--- config.mk ---
export PLATFORM = sky130hd
export DESIGN_NAME = mem_arbiter
export DESIGN_NICKNAME = d
export VERILOG_FILES = /design/src/rtl/mem_arbiter.sv
export SDC_FILE = /design/constraint.sdc
export NUM_CORES = 1
export LEC_CHECK = 0
export BUFFER_PORTS_ARGS = -buffer_cell sky130_fd_sc_hd__buf_2
export CAP_MARGIN = 25
export CORE_AREA = 2 2 105 107
export DETAILED_ROUTE_END_ITERATION = 16
export DIE_AREA = 0 0 107 109
export PLACE_DENSITY = 0.55
export SYNTH_ARGS = -nofsm -noshare
export SYNTH_HDL_FRONTEND = slang
export SYNTH_SLANG_ARGS = --single-unit
--- constraint.sdc ---
create_clock -name clk -period 1.9 [get_ports clk]
set_clock_uncertainty 0.05 [all_clocks]
set_input_delay 0.19 -clock clk [delete_from_list [all_inputs] [get_ports clk]]
set_output_delay 0.19 -clock clk [all_outputs]
set_load 0.005 [all_outputs]
--- src/rtl/mem_arbiter.sv ---
// rtl/mem_arbiter.sv - two-requester memory port arbiter with tagged read returns
// Burst-capped fairness between core and loader; read owner tags ride an RD_LAT-deep pipe.
module mem_arbiter #(
    parameter int DATA_W    = 32,
    parameter int MAX_BURST = 4,
    parameter int RD_LAT    = 1
) (
    input  logic              clk,
    input  logic              reset,
    input  logic              core_req,
    input  logic              core_we,
    input  logic [DATA_W-1:0] core_adr,
    input  logic [DATA_W-1:0] core_wdata,
    output logic              core_gnt,
    output logic              core_stall,
    output logic              core_rvalid,
    input  logic              dbg_req,
    input  logic              dbg_we,
    input  logic [DATA_W-1:0] dbg_adr,
    input  logic [DATA_W-1:0] dbg_wdata,
    output logic              dbg_gnt,
    output logic              dbg_rvalid,
    output logic [DATA_W-1:0] rdata,
    output logic              mem_we,
    output logic [DATA_W-1:0] mem_adr,
    output logic [DATA_W-1:0] mem_wdata,
    input  logic [DATA_W-1:0] mem_rdata
);

    typedef enum logic [1:0] {S_IDLE, S_CORE, S_DBG} state_t;

    localparam logic [2:0] CAP = 3'(MAX_BURST);

    state_t      state_q, state_d;
    logic [2:0]  cnt_q, cnt_d;
    logic        last_dbg_q, last_dbg_d;
    logic        win_core, win_dbg;
    logic        below_cap;
    logic        acc_rd;
    logic [RD_LAT-1:0] rd_vld_q;
    logic [RD_LAT-1:0] rd_dbg_q;

    assign below_cap = (cnt_q < CAP);

    always_ff @(posedge clk or posedge reset) begin
        if (reset) begin
            state_q    <= S_IDLE;
            cnt_q      <= 3'd0;
            last_dbg_q <= 1'b1;
        end else begin
            state_q    <= state_d;
            cnt_q      <= cnt_d;
            last_dbg_q <= last_dbg_d;
        end
    end

    always_comb begin
        win_core = 1'b0;
        win_dbg  = 1'b0;
        case (state_q)
            S_IDLE: begin
                if (core_req && dbg_req) begin
                    win_core = last_dbg_q;
                    win_dbg  = ~last_dbg_q;
                end else begin
                    win_core = core_req;
                    win_dbg  = dbg_req;
                end
            end
            S_CORE: begin
                win_core = core_req & (~dbg_req | below_cap);
                win_dbg  = ~win_core & dbg_req;
            end
            S_DBG: begin
                win_dbg  = dbg_req & (~core_req | below_cap);
                win_core = ~win_dbg & core_req;
            end
            default: ;
        endcase

        state_d = win_core ? S_CORE : (win_dbg ? S_DBG : S_IDLE);

        // cnt saturates so a lone requester keeps its tenure without wrapping
        if (state_d == S_IDLE)
            cnt_d = 3'd0;
        else if (state_d == state_q)
            cnt_d = below_cap ? cnt_q + 3'd1 : cnt_q;
        else
            cnt_d = 3'd1;

        last_dbg_d = (win_core | win_dbg) ? win_dbg : last_dbg_q;
    end

    always_comb begin
        core_gnt   = win_core & ~reset;
        dbg_gnt    = win_dbg & ~reset;
        core_stall = core_req & ~core_gnt;
        mem_adr    = win_dbg ? dbg_adr : core_adr;
        mem_wdata  = win_dbg ? dbg_wdata : core_wdata;
        mem_we     = ~reset & ((win_core & core_we) | (win_dbg & dbg_we));
        acc_rd     = (win_core & ~core_we) | (win_dbg & ~dbg_we);
        rdata      = mem_rdata;
    end

    always_ff @(posedge clk or posedge reset) begin
        if (reset) begin
            rd_vld_q <= '0;
            rd_dbg_q <= '0;
        end else begin
            rd_vld_q[0] <= acc_rd;
            rd_dbg_q[0] <= win_dbg;
            for (int i = 1; i < RD_LAT; i++) begin
                rd_vld_q[i] <= rd_vld_q[i-1];
                rd_dbg_q[i] <= rd_dbg_q[i-1];
            end
        end
    end

    assign core_rvalid = rd_vld_q[RD_LAT-1] & ~rd_dbg_q[RD_LAT-1];
    assign dbg_rvalid  = rd_vld_q[RD_LAT-1] & rd_dbg_q[RD_LAT-1];

endmodule

==> impl_summary.md <==
Outcome
The run finished, with violations left. The checks that failed: negative setup slack.

Timing
The share of the cycle needed by the critical path after routing is 115%. The worst-case headroom to the max-slew limit is 79.0%. Setup repair after global routing could not meet its margin everywhere.

Setup total negative slack on the finished layout was measured at -16.82 ns. For the pin with the worst max-slew slack, the measured transition is 0.315 ns. The final-report hold violation count came to 0.

Based on the critical path, the design can be clocked at up to 0.457 GHz. For the finished layout, the period the worst path requires is 2.19 ns. Setup violations remaining at the end of the flow were counted as 66.

The max-slew violation count is 0. The final worst hold slack is 0.121 ns. The minimum setup slack in the final design is -0.289 ns.

Global route
The global routing met1 resource utilization is 12.0%. The global routing usage summed across all routing layers is 9.54%. The number of antenna violations at the first check in global routing is 0.

The pin count of the biggest net entering global routing is 14. The first global-routing pass estimated 8.75 mm of wire. The most used routing layer is met2. The total grt overflow is 0. The global routing usage on met2 is 16.4%. The via count of the first global-routing pass is 1728.

The met3 routing resource usage after global routing is 2.21%.

Yosys
The post-synthesis net count is 326. The total number of yosys warnings is 0. For this run, the leading register cell type out of synthesis is sky130_fd_sc_hd__dfrtp_1. The share of synthesized registers carrying an async set or reset is 100%.

The portion of the post-synthesis area used by sequential elements is 13.3%. The unique cell type count in the Yosys netlist is 31. The synthesized design contains 8 register bits. The count of flip-flops with a built-in enable after synthesis is 0. The synthesized netlist occupies a cell area of 0.00151 sq mm. The mean post-synth cell area is 9.50 sq um. The synthesized instance count is 159.

Clock tree
TritonCTS built the clock tree. The buffer type at the clock tree root is sky130_fd_sc_hd__clkbuf_8. Clock latency on the worst-skew pair, taken at its later pin, is 0.23 ns. The number of clock buffers added by TritonCTS is 3. The maximum buffer depth of the clock tree is 2.

CTS built an H-tree with a depth of 1. The register clock-pin slew on the reported worst setup and hold paths is 0.04 ns. The number of sinks driven by the clock tree is 8.

Hold path
Counting instances, the worst hold path has a depth of 2. The type of the tightest min-delay check is in -> reg. The terminating pin of the worst hold path is rd_vld_q. The beginning of the worst hold path is core_we.

Floorplanning
The height of the chip is 109 um. The effective utilization at floorplan is 14.2%. The core region is 0.0106 sq mm.

The die area is 0.0117 sq mm. The placement row count is 38. The die is 107 um wide.

268 I/O pins were placed.

Route
The detailed-route DRC error count is 0. The first TritonRoute pass finished after 4 iterations. Summed over all layers, the routed wires come to 6.69 mm.

The count of nets left with antenna violations once routing finished came out at 0. Summing over every cut layer, the via total after detailed routing is 1915. Dividing the detail-routed via count by the number of cells gives 3.94. The routed length per placed instance is 13.8 um. The number of violations reported at the end of detailed-routing iteration 0 is 33.

Worst setup path
STA puts the critical path data arrival time at 1.95 ns. For the worst setup path, the data required time is 1.66 ns. On the critical path, the stage with the largest delay is an instance of sky130_fd_sc_hd__dfstp_2.

The biggest cell delay along the critical path is 0.54 ns. The worst setup path is captured at an output pin. The launching element type of the critical path is a flop. The endpoint of the most critical register-to-register path is last_dbg_q. Counting cells, the worst reg-to-reg path comes to 9. In this run the worst path has a maximum fanout of 5. The critical path goes through nor2b_4, o221ai_2, nand3_4, buf_12, clkbuf_16, mux2_2, buf_6. The startpoint of the lowest-slack register-to-register path is cnt_q[2]. The slack of the worst reg-to-reg path is 0.10 ns. The kind of critical path is reg -> out. The worst setup path startpoint is last_dbg_q.

Finish
For this run, the post-layout net count is 514. The total of fill cells in the finished design is 1111. The area growth from synthesis to layout is 96.3%.

The share of the core filled with cells is 28.0%. With fillers left out, the area of the finished cells amounts to 0.00296 sq mm. In the final layout, the share of cells above drive strength 1 is 87.3%. Summing all multi-input logic gate instances after layout gives 0.00102 sq mm. The filler-free cell count of the finished design is 486. The repair_antennas step left the layout with diodes totalling 0. In the final layout, flip-flops and latches occupy 201 sq um.

Placement
After detailed placement, the total cell area comes to 0.00247 sq mm. The congestion estimate from routability-driven global placement came to 0.752. The estimated wirelength of the detail-placed design is 5.01 mm. At the placement stage, the worst setup path has a slack of -0.0777 ns. The number of placed instances, taps included, is 465. The count of port buffers added during placement is 203.

Power and ir drop
The completed layout was analyzed and its total power is 1.70 mW. Power spread over the standard cell area amounts to 573 mW/mm^2. The worst IR drop on VDD is 0.179 mV. The reported leakage power is 1.59 nW.

Flow run
The tool flagged a number of max-cap violations equal to 0.
-- state kept, by name (all words and copies together) (netlist names) --
| signal | flops |
|---|---|
| cnt_q | 3 |
| state_q | 2 |
| last_dbg_q | 1 |
| rd_dbg_q | 1 |
| rd_vld_q | 1 |
-- synthesized netlist by cell type, drive strengths merged (2+ instances only) --
cell type   n  area share (%)
nand2       3            0.75
nand2b      2            0.83
mux2       64              49
nand3b      2            0.99
clkbuf      3            0.75
dfrtp       7              12
nor2b       3             1.2
buf        40              19
inv         8             2.0
nor2        7             1.7
o221ai      2             1.6
o22ai       3             1.2
-- area by class of cell --
cell class	count	share of cell area [%]
clock buffer	4	1.52
inverter	8	1.01
multi-input combinational	100	34.3
sequential	8	6.80
tap	140	5.91
timing repair buffer	226	50.5
-- routing by layer --
metal / vias up / part of all wire, %
met5: - / 0
met4: 0 / 0.85
met3: 5 / 8.3
met2: 119 / 52
met1: 886 / 38
li1: 905 / -
-- power by group --
group	switching (mW)	internal (mW)	total (mW)	leakage [nW]
sequential	0.0277	0.210	0.238	0.0994
clock	0.0647	0.145	0.210	0.0228
combinational	0.456	0.794	1.25	1.47
total	0.549	1.15	1.70	1.59
-- worst max-delay path by stage --
stage	to	slack, ns	cells past startpoint
2_1_floorplan	mem_wdata[26]	0.08	7
3_3_place_gp	mem_adr[15]	-0.06	6
3_5_place_dp	mem_adr[15]	-0.08	6
4_1_cts	mem_wdata[16]	-0.27	7
5_1_grt	mem_adr[30]	-0.36	7
6_report	mem_wdata[17]	-0.29	7
-- cell usage in the layout (no fill, tap or decap), drive strengths merged --
cell / netlist / routed
clkbuf: 3 / 7
o21ai: 1 / 1
mux2i: 1 / 1
inv: 8 / 8
or2: 1 / 1
o22ai: 3 / 3
ha: 1 / 1
a21o: 1 / 1
nand3: 1 / 1
o21a: 1 / 1
nor2: 7 / 7
a22oi: 1 / 1
dlygate4sd3: 0 / 1
a31o: 1 / 1
nand2: 3 / 3
mux2: 64 / 64
a31oi: 1 / 1
dfrtp: 7 / 7
o32ai: 1 / 1
o211ai: 1 / 1
nand2b: 2 / 2
a21oi: 1 / 1
and2: 1 / 1
buf: 40 / 222
nand3b: 2 / 2
dfstp: 1 / 1
o221ai: 2 / 2
nor2b: 3 / 3
-- worst max-delay path, delay by kind of cell, from the launching register on --
kind,cells,cell delay (ns)
compound gates,1,0.12
buf+inv,3,0.42
flops,1,0.54
mux,1,0.34
simple gates,2,0.30
-- kinds of logic after synthesis --
| logic type | after synthesis | synth area share [%] |
|---|---|---|
| flip-flops | 8 | 13.3 |
| AND/OR/NAND/NOR | 20 | 7.04 |
| adder cells (fa/ha/maj) | 1 | 0.828 |
| buffers and inverters | 51 | 22.1 |
| AO/OA/AOI/OAI | 14 | 7.04 |
| multiplexers | 65 | 49.6 |
-- timing repair --
item                       in CTS  in global routing
setup endpoints to repair      65                 67
cloned                          5                  3
pin swaps                       1                  3
buffers inserted                5                  5
resized for setup              13                 22
hold buffers                    1                  0
hold endpoints to repair        7                  0
No activity file was read; power rests on OpenSTA's default activity.
